<file path="config.mk">
export PLATFORM = sky130hd
export DESIGN_NAME = mux_scan_sequencer
export DESIGN_NICKNAME = d
export VERILOG_FILES = /design/src/rtl/mux_scan_sequencer.sv
export SDC_FILE = /design/constraint.sdc
export NUM_CORES = 1
export LEC_CHECK = 0
export CAP_MARGIN = 20
export CORE_ASPECT_RATIO = 0.8
export CORE_MARGIN = 2
export CORE_UTILIZATION = 47
export DETAILED_ROUTE_END_ITERATION = 10
export PLACE_DENSITY = 0.73
export SYNTH_ARGS = -nofsm -noshare
export SYNTH_HDL_FRONTEND = slang
export SYNTH_SLANG_ARGS = --single-unit
</file>
<file path="constraint.sdc">
create_clock -name clk -period 1.6 [get_ports clk]
set_clock_uncertainty 0.05 [all_clocks]
set_input_delay 0.32 -clock clk [delete_from_list [all_inputs] [get_ports clk]]
set_output_delay 0.32 -clock clk [all_outputs]
set_load 0.005 [all_outputs]
</file>
<file path="src/rtl/mux_scan_sequencer.sv">
`default_nettype none
// ============================================================================
// Module      : mux_scan_sequencer
// Description : Steps the shared 2-bit mux select through 00..11, waits a settle
//               time per slot, captures the mux lane(s) and publishes all four
//               samples as one registered word with a one-cycle done pulse.
//               Optional macro MUX_SCAN_CONTINUOUS_EN adds the cont input for
//               back-to-back scans.
// Revision    : 1.0 - initial release
// ============================================================================
module mux_scan_sequencer #(
    parameter int WIDTH         = 1,
    parameter int SETTLE_CYCLES = 1
) (
    input  logic                 clk,
    input  logic                 rst,
    input  logic                 start,
    input  logic                 abort,
`ifdef MUX_SCAN_CONTINUOUS_EN
    input  logic                 cont,
`endif
    input  logic [WIDTH-1:0]     mux_out,
    output logic [1:0]           s,
    output logic [4*WIDTH-1:0]   data,
    output logic                 busy,
    output logic                 done
);

    localparam logic [1:0] c_ST_IDLE   = 2'd0;
    localparam logic [1:0] c_ST_SETTLE = 2'd1;
    localparam logic [1:0] c_ST_SAMPLE = 2'd2;
    localparam logic [1:0] c_ST_DONE   = 2'd3;

    localparam logic [3:0] c_SETTLE_LOAD = 4'(SETTLE_CYCLES);
    localparam logic [1:0] c_LAST_SLOT   = 2'b11;

    logic [1:0]           r_state;
    logic [1:0]           r_s;
    logic [3:0]           r_cnt;
    logic [4*WIDTH-1:0]   r_shadow;
    logic [4*WIDTH-1:0]   r_data;
    logic                 r_busy;
    logic                 r_done;

    logic                 w_cont;
    logic                 w_done_busy;
    logic [4*WIDTH-1:0]   w_capture;

`ifdef MUX_SCAN_CONTINUOUS_EN
    assign w_cont      = cont;
    // Busy stays up across the done cycle so a streaming consumer sees no gap.
    assign w_done_busy = 1'b1;
`else
    assign w_cont      = 1'b0;
    assign w_done_busy = 1'b0;
`endif

    // Shadow with the current slot replaced by the live lane value, so the
    // last slot's sample can be published on the same edge it is captured.
    genvar k;
    generate
        for (k = 0; k < 4; k++) begin : g_slot
            assign w_capture[k*WIDTH +: WIDTH] =
                (r_s == 2'(k)) ? mux_out : r_shadow[k*WIDTH +: WIDTH];
        end
    endgenerate

    always_ff @(posedge clk) begin
        if (rst) begin
            r_state  <= c_ST_IDLE;
            r_s      <= 2'b00;
            r_cnt    <= 4'd0;
            r_shadow <= '0;
            r_data   <= '0;
            r_busy   <= 1'b0;
            r_done   <= 1'b0;
        end else begin
            r_done <= 1'b0;
            case (r_state)
                c_ST_IDLE: begin
                    r_s <= 2'b00;
                    if (start && !abort) begin
                        r_state  <= c_ST_SETTLE;
                        r_cnt    <= c_SETTLE_LOAD;
                        r_shadow <= '0;
                        r_busy   <= 1'b1;
                    end
                end

                c_ST_SETTLE: begin
                    if (abort) begin
                        r_state  <= c_ST_IDLE;
                        r_s      <= 2'b00;
                        r_shadow <= '0;
                        r_busy   <= 1'b0;
                    end else if (r_cnt == 4'd0) begin
                        r_state <= c_ST_SAMPLE;
                    end else begin
                        r_cnt <= r_cnt - 4'd1;
                    end
                end

                c_ST_SAMPLE: begin
                    if (abort) begin
                        r_state  <= c_ST_IDLE;
                        r_s      <= 2'b00;
                        r_shadow <= '0;
                        r_busy   <= 1'b0;
                    end else begin
                        r_shadow <= w_capture;
                        if (r_s == c_LAST_SLOT) begin
                            r_state <= c_ST_DONE;
                            r_data  <= w_capture;
                            r_done  <= 1'b1;
                            r_busy  <= w_done_busy;
                        end else begin
                            // Select only moves here, giving the mux a full
                            // settle window before the next capture.
                            r_s     <= r_s + 2'd1;
                            r_cnt   <= c_SETTLE_LOAD;
                            r_state <= c_ST_SETTLE;
                        end
                    end
                end

                c_ST_DONE: begin
                    r_s <= 2'b00;
                    if (w_cont && !abort) begin
                        r_state  <= c_ST_SETTLE;
                        r_cnt    <= c_SETTLE_LOAD;
                        r_shadow <= '0;
                        r_busy   <= 1'b1;
                    end else begin
                        r_state <= c_ST_IDLE;
                        r_busy  <= 1'b0;
                    end
                end

                default: begin
                    r_state <= c_ST_IDLE;
                    r_s     <= 2'b00;
                    r_busy  <= 1'b0;
                end
            endcase
        end
    end

    assign s    = r_s;
    assign data = r_data;
    assign busy = r_busy;
    assign done = r_done;

endmodule
`default_nettype wire

</file>
### Word level (Yosys, flattened, before mapping)

Index checks and enable logic that the tools add are counted.

| word-level totals | value |
|---|---|
| register bits after elaboration | 18 |
| output and inout bits | 8 |
| logic and storage cells | 70 |

| operators by class | value |
|---|---|
| add/sub/neg operators | 2 |
| equality and inequality tests | 15 |
| muxes and demuxes | 30 |
| bitwise logic cells | 3 |
| reduce and logical (&&, ||, !) cells | 13 |

Operator list:

| kind | count |
|---|---|
| 4-bit two-way mux | 8 |
| 4-bit case mux with 3 select lines | 2 |
| 2-bit two-way mux | 8 |
| 2-bit != test (second input constant) | 6 |
| 1-bit two-way mux | 9 |
| 3-bit != test (second input constant) | 3 |
| 3-bit AND reduction | 3 |
| 2-bit equality test (second input constant) | 4 |
| 2-bit case mux with 4 select lines | 1 |
| 2-bit case mux with 3 select lines | 1 |
| 6-bit AND reduction | 1 |
| 2-bit by 1-bit equality test with 1-bit output (second input constant) | 2 |
| 2-bit logical NOT | 2 |
| 4-bit logical NOT | 1 |
| 1-bit case mux with 4 select lines | 1 |
| 2-bit AND reduction | 2 |
| 4-bit by 1-bit subtractor with 4-bit output (second input constant) | 1 |
| 1-bit inverter | 3 |
| 3-bit OR reduction | 1 |
| 2-bit by 1-bit adder with 2-bit output (second input constant) | 1 |
| 2-bit OR reduction | 1 |
| 1-bit logical AND | 1 |
| 1-bit logical NOT | 1 |

### Longest topological paths before layout

Gate-level depths: netlist of the first run.

| depth | value |
|---|---|
| depth in word-level cells | 4 |
| depth in mapped cells | 6 |

### Worst setup path after synthesis of the first run

OpenSTA, ideal clock, no wires.

| path | value |
|---|---|
| path kind | register -> register |
| start | reg r_cnt[0] |
| end | reg r_cnt[3] |
| setup time | 0.074 ns |
| data arrival time | 1.572 ns |
| required time | 1.476 ns |
| slack | -0.097 ns |
| cell stages (with the launch flop) | 7 |
| buffers on the path | 0 |
| clock period less this slack | 1.697 ns |
| cell sequence | dfxtp_1 > inv_1 > ha_1 > nor3b_1 > or3_4 > or3_1 > a31oi_1 |

| on the way | value |
|---|---|
| word-level cells in the longest chain between the ends | 4 |
| elaborated cells between the ends (all ways) | 7 |
| those cells by class | 1 x add/sub; 1 x eq/ne; 3 x mux; 2 x reduce/logical |

RTL lines:

| what | RTL line | RTL |
|---|---|---|
| from (decl) | 39 | `logic [3:0] r_cnt;` |
| from (signal assigned) | 84 | `r_cnt <= c_SETTLE_LOAD;` |
| from (signal assigned) | 99 | `r_cnt <= r_cnt - 4'd1;` |
| from (signal assigned) | 120 | `r_cnt <= c_SETTLE_LOAD;` |
| 4-bit by 1-bit subtractor with 4-bit output | 99 |  |
| 4-bit two-way mux | 96 | `end else if (r_cnt == 4'd0) begin` |
| 4-bit two-way mux | 91 | `if (abort) begin` |
| 4-bit case mux with 3 select lines | 79 | `case (r_state)` |

Parallel ways exist; a longest one is shown, timed or not. The select of a mux whose other input is x is not followed.
A chain may end at the register's enable or synchronous reset.

### Worst setup path in the final report of the first run

Same ends and word-level chain as after synthesis.

==> out/metrics.csv, run 1 <==
metric,value,unit
Worst VDD drop,0.711,mV
main combinational cell family by area after synthesis,simple AND/OR/NAND/NOR gates,
final hold viol count,0,
synthesized cell area,962,um2
HPWL after detailed placement,1580,um
Die Span Y,44.5,um
clock tree from TritonCTS,built,
"Primary FF master, synth",dfxtp_1,
top-area cell type share of the netlist area,37.5,%
Ports,13,
Nets,157,
Synth Area in XOR/XNOR,0,%
mux contribution to synthesized area,0,%
share of cells above drive strength 1,25.5,%
average size of a mapped cell,8.22,um2
Row Count,14,
failing checks,negative setup slack,
first-pass GRT wire length,3730,um
synth top area cells,"dfxtp_1, ha_1, inv_1",
total grt overflow,0,
pin count of the biggest net entering global routing,15,
#FFs+latches synth,18,
clock sinks,18,
post-synthesis compound-gate area fraction,18.3,%
Crit path largest cell delay,350,ps
DRC,0,
CTS buffer count,3,
global route hottest layer,met2,
fin. max-slew vios,0,
Critical-path top delay cell,dfxtp_2,
via/cell ratio,5.19,
buffers added on ports,12,
synth-to-layout area growth,33.8,%
ant diodes,0,
yosys synthesis warning count,0,
Final Util,67.4,%
Pwr Total,0.862,mW
RSZ-0062 raised after global routing,yes,
Post-synth EDFFs,0,
syn nets,128,
Die X,54.6,um
max-cap viol count,0,
final hold slack,454,ps
fin crit share,101,%
Vias,877,
GR Util met1,26.9,%
Syn Inst Count,117,
hold buffer count at cts,0,
CTS H-tree depth,1,
crit-path max FO,5,
initial antenna violation count,0,
min-delay worst type,reg -> reg,
P per Cell Area,669,nW/um2
all-layer global routing usage,21.2,%
Slew @ Worst Pin,286,ps
critical path class,reg -> reg,
post-synthesis simple-gate area fraction,29.1,%
min Tclk post-route,1620,ps
Final Setup Violations,1,
met3 usage,7.43,%
CP Launch Type,flip-flop,
Yosys top cell by area,dfxtp_1,
CP endpoint kind,flip-flop,
final WL,2180,um
critical-path cell list,"inv_2, ha_4, nor3b_4, or3_4, or3_1, a31oi_1",
synth unique cells,29,
ys async rst share,0,%
Worst Path Required,1780,ps
Starting Density,50.4,%
Final WS setup,-16.4,ps
GPL Wtd Cong,0.740,
met2 Usage GRT,35.2,%
clock-pin slew on the worst setup and hold paths,110,ps
Worst-Skew Late Latency,300,ps
CORE AREA,1910,um2
die area,2430,um2
Worst slew margin,80.9,%
CTS Root Buffer Type,clkbuf_4,
Post-Synth Adder-Cell Area,7.80,%
Fmax,619,MHz
post-synthesis sequential area ratio,37.5,%
list of most frequent post-synthesis cells,"dfxtp_1, inv_1, nand2_1, nor2_1",
drt initial violations,14,
outcome,finished with violations,
CTS Buffer Depth,2,
Worst EP arrival,1800,ps
mean routed wirelength per cell,12.9,um
vias in the first global route,831,
post-route antenna net violation count,0,
Lkg Pwr,0.485,nW
Filler cells,166,
drt first pass iters,4,
top-count cell post-synth,dfxtp_1,
cell type report:
type                            instances  area [um2]  share of cell area, %
Clock buffer                            4        36.3                   2.82
Inverter                               11        41.3                   3.21
Multi-Input combinational cell         83         559                   43.4
Sequential cell                        18         370                   28.8
Tap cell                               24        30.0                   2.33
Timing Repair Buffer                   29         250                   19.4
per-layer routing:
| layer | part of all wire (%) | vias to the layer above | wire length [um] |
|---|---|---|---|
| met3 | 4.0 | 2 | 88 |
| met4 | 0.64 | 0 | 14 |
| met5 | 0 | - | 0 |
| met1 | 47 | 393 | 1030 |
| met2 | 48 | 17 | 1050 |
| li1 | - | 465 | - |
where the power goes:
group / leakage, nW / total, mW / switching, mW / internal (mW)
clock network: 0.0210 / 0.291 / 0.152 / 0.139
logic: 0.316 / 0.110 / 0.0490 / 0.0612
registers: 0.149 / 0.461 / 0.00735 / 0.454
metrics by stage:
step	TNS [ps]	cell area [um2]	instances	setup WS, ps
after global routing	-174	1290	169	-80.6
after floorplan	0	988	117	6.40
final	-16.4	1290	169	-16.4
after CTS	-41.7	1270	168	-41.7
after global placement	-1590	1230	164	-209
after detailed placement	-1910	1230	164	-267
logic make-up after synthesis:
| group | Yosys count |
|---|---|
| adders and majority gates | 6 |
| DFF | 18 |
| buffers and inverters | 16 |
| AOI/OAI and AO/OA | 26 |
| and+or+nand+nor | 51 |
worst paths after layout:
| check | from | slack [ps] | endpoint | cells past startpoint |
|---|---|---|---|---|
| worst max-delay path | r_cnt[0] | -20 | r_cnt[3] | 6 |
| worst min-delay path | data[0] | 450 | data[0] | 2 |
| worst max register to register | r_cnt[0] | -20 | r_cnt[3] | 6 |
| worst min register to register | data[0] | 450 | data[0] | 2 |
cells in the final DEF, fill, tap and decap left out, drive strengths merged:
master and count:
nand3 3, clkbuf 4, nand2 11, or4b 1
a21oi 6, dfxtp 18, a31oi 3, nand2b 7
ha 6, o21ai 4, clkdlybuf4s50 11, o21bai 2
nor3 5, nor2 12, or2 1, nor2b 4
a311oi 4, a211oi 3, buf 17, dlymetal6s2s 1
nor3b 3, or3 3, o221ai 4, nand3b 1
inv 11
critical path: cells and delay by family (launching register included):
kind                     cells  cell delay [ps]
adder cells (fa/ha/maj)      1              150
flip-flops                   1              350
buffers and inverters        1               50
AO/OA/AOI/OAI                1              130
AND/OR/NAND/NOR              3              820
flip-flops by register name, summed over array words and instances (netlist names):
signal and cells:
busy 1, data 4, done 1, r_cnt 4, r_shadow 4, r_state 2
s 2
what timing repair did:
item | in CTS | in global routing
buffers inserted | 0 | 1
pin swaps | 1 | 0
endpoints found under the setup margin | 3 | 9
hold endpoints to repair | 0 | 0
gates resized for setup | 1 | 7
Power figures use the tool's default switching activity.
==> run 2, diff against run 1 <==
--- a/config.mk
+++ b/config.mk
@@ -7,7 +7,6 @@
 export LEC_CHECK = 0
 export CAP_MARGIN = 20
 export CORE_ASPECT_RATIO = 0.8
-export CORE_MARGIN = 2
 export CORE_UTILIZATION = 47
 export DETAILED_ROUTE_END_ITERATION = 10
 export PLACE_DENSITY = 0.73
==> run 2 against run 1 <==
- largest power group unchanged
- combinational power is essentially flat
- register-to-register slack is essentially flat
- sequential share of layout area grew 0.31 points
- largest cell class unchanged
- the flow still finishes with violations (negative setup slack)
- non-clock buffer count decreased by 1
==> out/metrics.csv, run 2 (synthesis gave the netlist of run 1 again) <==
metric,value,unit
Final Setup Violations,1,
mean routed wirelength per cell,13.8,um
Vias,937,
Row Count,14,
Nets,156,
CP Launch Type,flip-flop,
Final WS setup,-11.7,ps
Die Span Y,42.5,um
Critical-path top delay cell,dfxtp_2,
via/cell ratio,5.58,
RSZ-0062 raised after global routing,yes,
clock tree from TritonCTS,built,
vias in the first global route,910,
crit-path max FO,4,
critical-path cell list,"inv_2, ha_4, nor3b_4, or3_4, or3_1, a31oi_1",
Worst-Skew Late Latency,300,ps
FF-to-FF path depth,6,
clock-pin slew on the worst setup and hold paths,110,ps
CTS buffer count,3,
initial antenna violation count,0,
Starting Density,50.4,%
min-delay worst type,reg -> reg,
hold buffer count at cts,0,
Worst Path Required,1790,ps
final hold viol count,0,
P per Cell Area,671,nW/um2
synth-to-layout area growth,33.3,%
most frequent cells in the layout,"buf_4, dfxtp_1, nand2_1, nor2_1, clkdlybuf4s50_1",
fin crit share,101,%
Worst VDD drop,0.741,mV
first-pass GRT wire length,3840,um
global route hottest layer,met2,
Die X,52.6,um
drt first pass iters,4,
die area,2230,um2
Crit path largest cell delay,350,ps
all-layer global routing usage,23.4,%
outcome,finished with violations,
CTS H-tree depth,1,
Lkg Pwr,0.481,nW
ant diodes,0,
met2 Usage GRT,39.5,%
CP endpoint kind,flip-flop,
post-route antenna net violation count,0,
total grt overflow,0,
GPL Wtd Cong,0.818,
final WL,2310,um
Fmax,620,MHz
HPWL after detailed placement,1620,um
DRC,0,
Final Util,67.2,%
drt initial violations,19,
CORE AREA,1910,um2
Worst slew margin,80.6,%
GR Util met1,26.3,%
fin. max-slew vios,0,
clock sinks,18,
buffers added on ports,12,
CTS Buffer Depth,2,
CTS Root Buffer Type,clkbuf_4,
DP Worst Slack,-247,ps
Worst EP arrival,1800,ps
failing checks,negative setup slack,
min Tclk post-route,1610,ps
met3 usage,8.70,%
Slew @ Worst Pin,290,ps
hold depth,2,
share of cells above drive strength 1,25.0,%
"most common cell after layout, fill and taps aside",buf_4,
pin count of the biggest net entering global routing,15,
Ports,13,
critical path class,reg -> reg,
max-cap viol count,0,
[run 2: cell count changes in the layout (fill, tap and decap cells not counted)]
cell	change
buf_4	-1
dfxtp_2	-1
dfxtp_4	+1
[run 2: metal layers]
metal | up-vias | share of wire, %
met5 | - | 0
met4 | 0 | 2.8
met3 | 10 | 4.5
met2 | 20 | 47
met1 | 444 | 46
li1 | 463 | -
[run 2: path summary, 6_finish.rpt]
check	from	to	slack, ps
worst max-delay path	r_cnt[0]	r_cnt[3]	-10
worst min register to register	data[1]	data[1]	460
worst max register to register	r_cnt[0]	r_cnt[3]	-10
worst min-delay path	data[1]	data[1]	460
[run 2: final cells by class]
| type | count | area (um2) |
|---|---|---|
| Sequential cell | 18 | 373 |
| Tap cell | 24 | 30.0 |
| Fill cell | 163 | 627 |
| Inverter | 11 | 41.3 |
| Clock buffer | 4 | 36.3 |
| Timing Repair Buffer | 28 | 243 |
| Multi-Input combinational cell | 83 | 559 |
[run 2: through the flow]
step / hold WS [ps] / setup TNS, ps / power [mW] / instances / area [um2]
floorplan: 342 / 0 / 0.526 / 117 / 988
global placement: 432 / -1660 / 0.576 / 163 / 1220
detailed placement: 449 / -2050 / 0.580 / 163 / 1220
CTS: 464 / -49.6 / 0.865 / 167 / 1260
global route: 498 / -80.6 / 0.896 / 168 / 1280
finish: 462 / -11.7 / 0.861 / 168 / 1280
[run 2: timing repair]
| action | 4_1_cts | 5_1_grt |
|---|---|---|
| gates cloned | 0 | 0 |
| gates resized for setup | 4 | 5 |
| buffers inserted | 0 | 1 |
| setup endpoints to repair | 4 | 10 |
| pin swaps | 2 | 1 |
[run 2: report_power, final]
part / internal (mW) / leakage (nW) / switching, mW / total, mW
clock: 0.139 / 0.0210 / 0.152 / 0.291
combinational: 0.0595 / 0.311 / 0.0504 / 0.110
sequential: 0.452 / 0.149 / 0.00770 / 0.460
total: 0.650 / 0.481 / 0.210 / 0.861
[run 2: worst max-delay path, delay by kind of cell (launching register included)]
kind | cells | cell delay, ps
AOI/OAI and AO/OA | 1 | 130
adders and majority gates | 1 | 150
buffers and inverters | 1 | 50
DFF | 1 | 350
and+or+nand+nor | 3 | 820
